<file path="config.mk">
export PLATFORM = sky130hd
export DESIGN_NAME = led_flow_module
export DESIGN_NICKNAME = d
export VERILOG_FILES = /design/src/rtl/led_flow_module.sv
export SDC_FILE = /design/constraint.sdc
export NUM_CORES = 1
export LEC_CHECK = 0
export CORE_ASPECT_RATIO = 0.8
export CORE_MARGIN = 2
export CORE_UTILIZATION = 40
export DETAILED_ROUTE_END_ITERATION = 6
export PLACE_DENSITY = 0.61
export SLEW_MARGIN = 0
export SYNTH_ARGS = -nofsm -noshare
export SYNTH_HDL_FRONTEND = slang
export SYNTH_SLANG_ARGS = --single-unit
</file>
<file path="constraint.sdc">
create_clock -name CLK -period 1.8 [get_ports CLK]
set_input_delay 0.36 -clock CLK [delete_from_list [all_inputs] [get_ports CLK]]
set_output_delay 0.36 -clock CLK [all_outputs]
set_load 0.005 [all_outputs]
</file>
<file path="src/rtl/led_flow_module.sv">
// led_flow_module: prescaled running-light driver for a 4-bit LED bus.
// A prescaler produces step ticks. A mode FSM loads a start pattern through
// INIT and then advances it on each tick: rotate left, rotate right,
// ping-pong, or blink-all.
module led_flow_module #(
    parameter int unsigned STEP_CNT = 12_500_000
) (
    input  logic       CLK,
    input  logic       RST_n,
    input  logic [1:0] Mode_Sel,
    input  logic       Run_En,
    output logic [3:0] LED_Out,
    output logic       Step_Tick
);

    localparam int unsigned CW = (STEP_CNT > 32'd1) ? $clog2(STEP_CNT) : 1;
    localparam logic [CW-1:0] CNT_MAX = CW'(STEP_CNT - 32'd1);

    typedef enum logic [1:0] {
        INIT    = 2'd0,
        SHIFT_L = 2'd1,
        SHIFT_R = 2'd2,
        BLINK   = 2'd3
    } state_t;

    logic [CW-1:0] cnt_r;
    logic [CW-1:0] cnt_s;
    logic [3:0]    led_r;
    logic [3:0]    led_s;
    state_t        state_r;
    state_t        state_s;
    logic [1:0]    mode_r;
    logic          mode_chg_s;
    logic          tick_s;

    // Rotate a 4-bit pattern one position toward the MSB.
    function automatic logic [3:0] rot_left(input logic [3:0] v);
        return {v[2:0], v[3]};
    endfunction

    // Rotate a 4-bit pattern one position toward the LSB.
    function automatic logic [3:0] rot_right(input logic [3:0] v);
        return {v[0], v[3:1]};
    endfunction

    assign mode_chg_s = (Mode_Sel != mode_r);
    // A pending mode change wins over a tick; INIT never ticks.
    assign tick_s     = Run_En & (cnt_r == CNT_MAX) & ~mode_chg_s & (state_r != INIT);
    assign Step_Tick  = tick_s;
    assign LED_Out    = led_r;

    // Mode sample register: compared against the live input to detect changes.
    always_ff @(posedge CLK or negedge RST_n) begin
        if (!RST_n) begin
            mode_r <= 2'b00;
        end else begin
            mode_r <= Mode_Sel;
        end
    end

    // State, prescaler and LED pattern registers.
    always_ff @(posedge CLK or negedge RST_n) begin
        if (!RST_n) begin
            cnt_r   <= '0;
            led_r   <= 4'b0001;
            state_r <= INIT;
        end else begin
            cnt_r   <= cnt_s;
            led_r   <= led_s;
            state_r <= state_s;
        end
    end

    // Next-state logic: mode change reload, INIT load, then run/freeze.
    always_comb begin
        cnt_s   = cnt_r;
        led_s   = led_r;
        state_s = state_r;
        if (mode_chg_s) begin
            // Restart through INIT; the pattern is reloaded on the next cycle.
            cnt_s   = '0;
            state_s = INIT;
        end else if (state_r == INIT) begin
            // INIT proceeds even when frozen so a mode change always reloads.
            cnt_s = '0;
            case (mode_r)
                2'b00: begin
                    led_s   = 4'b0001;
                    state_s = SHIFT_L;
                end
                2'b01: begin
                    led_s   = 4'b1000;
                    state_s = SHIFT_R;
                end
                2'b10: begin
                    led_s   = 4'b0001;
                    state_s = SHIFT_L;
                end
                2'b11: begin
                    led_s   = 4'b1111;
                    state_s = BLINK;
                end
                default: begin
                    led_s   = 4'b0001;
                    state_s = SHIFT_L;
                end
            endcase
        end else if (Run_En) begin
            cnt_s = (cnt_r == CNT_MAX) ? '0 : cnt_r + CW'(1);
            if (tick_s) begin
                case (state_r)
                    SHIFT_L: begin
                        if ((mode_r == 2'b10) && (led_r == 4'b1000)) begin
                            led_s   = 4'b0100;
                            state_s = SHIFT_R;
                        end else begin
                            led_s = rot_left(led_r);
                        end
                    end
                    SHIFT_R: begin
                        if ((mode_r == 2'b10) && (led_r == 4'b0001)) begin
                            led_s   = 4'b0010;
                            state_s = SHIFT_L;
                        end else begin
                            led_s = rot_right(led_r);
                        end
                    end
                    BLINK: begin
                        led_s = ~led_r;
                    end
                    default: begin
                        led_s   = 4'b0001;
                        state_s = INIT;
                    end
                endcase
            end else begin
                led_s = led_r;
            end
        end else begin
            // Frozen: counter, pattern and state hold.
            cnt_s   = cnt_r;
            led_s   = led_r;
            state_s = state_r;
        end
    end

endmodule
</file>
==> results.yml <==
run_status:
  status: "finished, violations left"
  failed_checks: "negative setup slack"
cells_and_area:
  register_area_um2: 803
  multi_input_area_mm2: 0.00120
  fillCellCount: 400
  area_growth_pct: 43.9
  fin_util_pct: 60.2
  nNetsFinal: 295
  n_antenna_cell: 0
  drive_gt1_share_pct: 35.5
critical_path:
  critPathCaptureType: "flop"
  crit_required_ns: 1.99
  rrSetupSlack_ns: -0.13
  worst_ep_arrival_time_ns: 2.12
  r2r_cells: 6
  slowest_stage: "or4b_4"
  max_stage_delay_ns: 0.50
  crit_chain: "buf_6 -> or4b_4 -> or3b_4 -> nor3_4 -> and3_1 -> nor4b_1"
  cp_max_fo: 4
  crit_type: "flop to flop"
  startpoint_type: "flop"
clock_network:
  htreeDepth: 2
  cts.path.max_buffers: 2
  holdBufCountCts: 0
  clock_sinks: 32
  cts-root-buf: "clkbuf_8"
  path_clk_slew_ns: 0.07
  cts_buffers: 5
  clk-insertion-delay-late_ns: 0.29
  cts_tree: "done"
min_path:
  min_path_type: "primary input to flop"
  min_path_cells: 1
logic_synthesis:
  synth_edf_count: 0
  synth_mux_area_share_pct: 2.67
  synth_compound_area_share_pct: 11.9
  ys.flop_type: "dfrtp_1"
  synth_fa_ha_area_share_pct: 0.650
  synth-xor-area-share_pct: 7.22
  syn_avg_cell_area_um2: 8.67
  syn_area_mm2: 0.00192
  syn-num-nets: 228
  syn_inst: 222
  async_reset_ff_share_pct: 100
  synth_top_family_by_area: "simple AND/OR/NAND/NOR gates"
  ys_ff_latch: 32
  synth-simple-area-share_pct: 32.3
  ys_seq_area_share_pct: 41.7
  yosysUniqueCellTypes: 46
  ys.warnings.count: 0
global_routing:
  antenna_found_initial: 0
  first_global_vias: 1844
  grt_usage_pct: 21.5
  gr-total-overflow: 0
  grt_max_degree: 33
  grt_pass1_wl_mm: 8.74
sta:
  final-setup-viol-count: 15
  layout_setup_ws_ns: -0.134
  holdWs_ns: 0.380
  hold_viol_final: 0
  period_minus_slack_ns: 1.93
  slew-limit-headroom_pct: 58.2
  skew_ns: 0.00717
  finalCritPeriodShare_pct: 107
  drv_slew: 0
  tightestPinTransition_ns: 0.611
  max_freq_mhz: 517
  rsz0062_at_grt: "true"
floorplanning:
  fp.dieH_um: 66.0
  ioPinCount: 10
  die_area_mm2: 0.00539
  die_x_um: 81.5
  core_area_mm2: 0.00460
  initial_core_util_pct: 41.9
  row_count: 22
routing:
  num_vias: 1892
  drtIter0Drc: 79
  wl_per_cell_um: 14.4
  dr.pass1.iters: 4
  via_per_inst: 5.41
  drt_wl_total_mm: 5.04
  ant_nets: 0
  drc: 0
placed_design:
  portBuffers: 9
  gp_congestion: 0.869
  dp_hpwl_mm: 3.51
power_and_ir_drop:
  powerDensity_mw_per_mm2: 705
  peakVddDrop_mv: 0.507
  leakage_nw: 1.17
run:
  maxCapViolCount: 0
## state kept, by name, summed over array words and instances (netlist names)
signal,cells
mode_r,2
LED_Out,4
cnt_r,24
state_r,2
## cells in the final DEF, fill, tap and decap left out, types with 2 or more instances in the layout
cell type | netlist | routed
buf_4 | 0 | 56
dfrtp_1 | 31 | 30
nand2_1 | 29 | 28
nor2_1 | 23 | 22
a21oi_1 | 12 | 11
xnor2_1 | 10 | 10
nand3_1 | 10 | 8
nor4_1 | 7 | 7
nand4_1 | 7 | 7
inv_1 | 7 | 7
nor3_1 | 8 | 6
clkbuf_8 | 0 | 6
clkdlybuf4s50_1 | 0 | 6
and4_1 | 6 | 5
a31oi_1 | 5 | 5
nor4b_2 | 0 | 4
mux2i_1 | 4 | 4
buf_6 | 0 | 4
or3_1 | 5 | 3
or3_4 | 1 | 3
xor2_1 | 4 | 3
o21ai_0 | 3 | 3
xor2_2 | 1 | 2
and2_4 | 0 | 2
nand3_2 | 0 | 2
nor3_4 | 0 | 2
o31a_1 | 2 | 2
nor4b_1 | 7 | 2
clkbuf_1 | 9 | 2
dlygate4sd2_1 | 0 | 2
## metrics by stage
| step | cells | setup TNS (ns) | total power [mW] | setup WS, ns | instance area [um^2] |
|---|---|---|---|---|---|
| final | 350 | -1.06 | 1.95 | -0.134 | 2770 |
| after CTS | 348 | -0.534 | 1.93 | -0.140 | 2660 |
| after global routing | 350 | -3.19 | 2.07 | -0.244 | 2770 |
| after detailed placement | 337 | -7.60 | 1.32 | -0.566 | 2510 |
| after floorplan | 222 | -0.127 | 1.07 | -0.0599 | 1960 |
| after global placement | 337 | -6.98 | 1.32 | -0.535 | 2510 |
## path summary, 6_finish.rpt
kind,startpoint,to
min reg2reg,cnt_r[12],cnt_r[12]
min,Mode_Sel[0],mode_r[0]
max reg2reg,mode_r[1],state_r[1]
max in group asynchronous,RST_n,LED_Out[0]
min in group asynchronous,RST_n,state_r[0]
max,mode_r[1],state_r[1]
## critical path: cells and delay by family (launching register included)
family / cells / cell delay, ns
buffers and inverters: 1 / 0.13
AND/OR/NAND/NOR: 5 / 1.29
flip-flops: 1 / 0.42
## Yosys cell counts, types with 3 or more instances
cell | number | share of area (%)
nor4b_1 | 7 | 3.2
nor2_1 | 23 | 4.5
a31oi_1 | 5 | 1.6
nand4_1 | 7 | 2.3
xor2_1 | 4 | 1.8
nand3_1 | 10 | 2.6
and2_1 | 3 | 0.98
xnor2_1 | 10 | 4.6
nand2_1 | 29 | 5.7
inv_1 | 7 | 1.4
dfrtp_1 | 31 | 40
nor4_1 | 7 | 2.3
o21ai_0 | 3 | 0.78
clkbuf_1 | 9 | 1.8
or3_1 | 5 | 1.6
and4_1 | 6 | 2.7
mux2i_1 | 4 | 2.1
a21oi_1 | 12 | 3.1
nor3_1 | 8 | 2.1
## cell families (layout without fill, tap and decap cells)
kind of cell               Yosys count  count (layout)
AOI/OAI and AO/OA                   36              36
xor gates and xnor gates            15              15
adders and majority gates            1               1
buffers and inverters               18              86
DFF                                 32              32
muxes                                5               5
and+or+nand+nor                    115             115
## report_power, final
group | switching, mW | internal, mW | total (mW)
sequential | 0.0450 | 0.780 | 0.825
combinational | 0.268 | 0.281 | 0.549
clock | 0.267 | 0.312 | 0.578
## final cells by class
cell class | count | area share [%]
repair buffers | 70 | 20.5
inverters | 8 | 1.08
flip-flops and latches | 32 | 29.0
multi-input cells | 172 | 43.4
well taps | 60 | 2.71
clock buffers | 8 | 3.25
## timing repair
item	CTS	global route
endpoints found under the setup margin	23	24
pin swaps	14	10
buffers inserted	3	4
gates resized for setup	16	18
## per-layer routing
metal | share of wire, % | vias to the layer above | wire length [um] | GRT usage, %
met5 | 0 | - | 0 | 0
met1 | 50 | 910 | 2520 | 30.7
met2 | 44 | 40 | 2220 | 31.5
li1 | - | 935 | - | -
met3 | 4.6 | 7 | 231 | 4.92
met4 | 1.4 | 0 | 69 | 7.84
(Power assumes the default switching activity.)
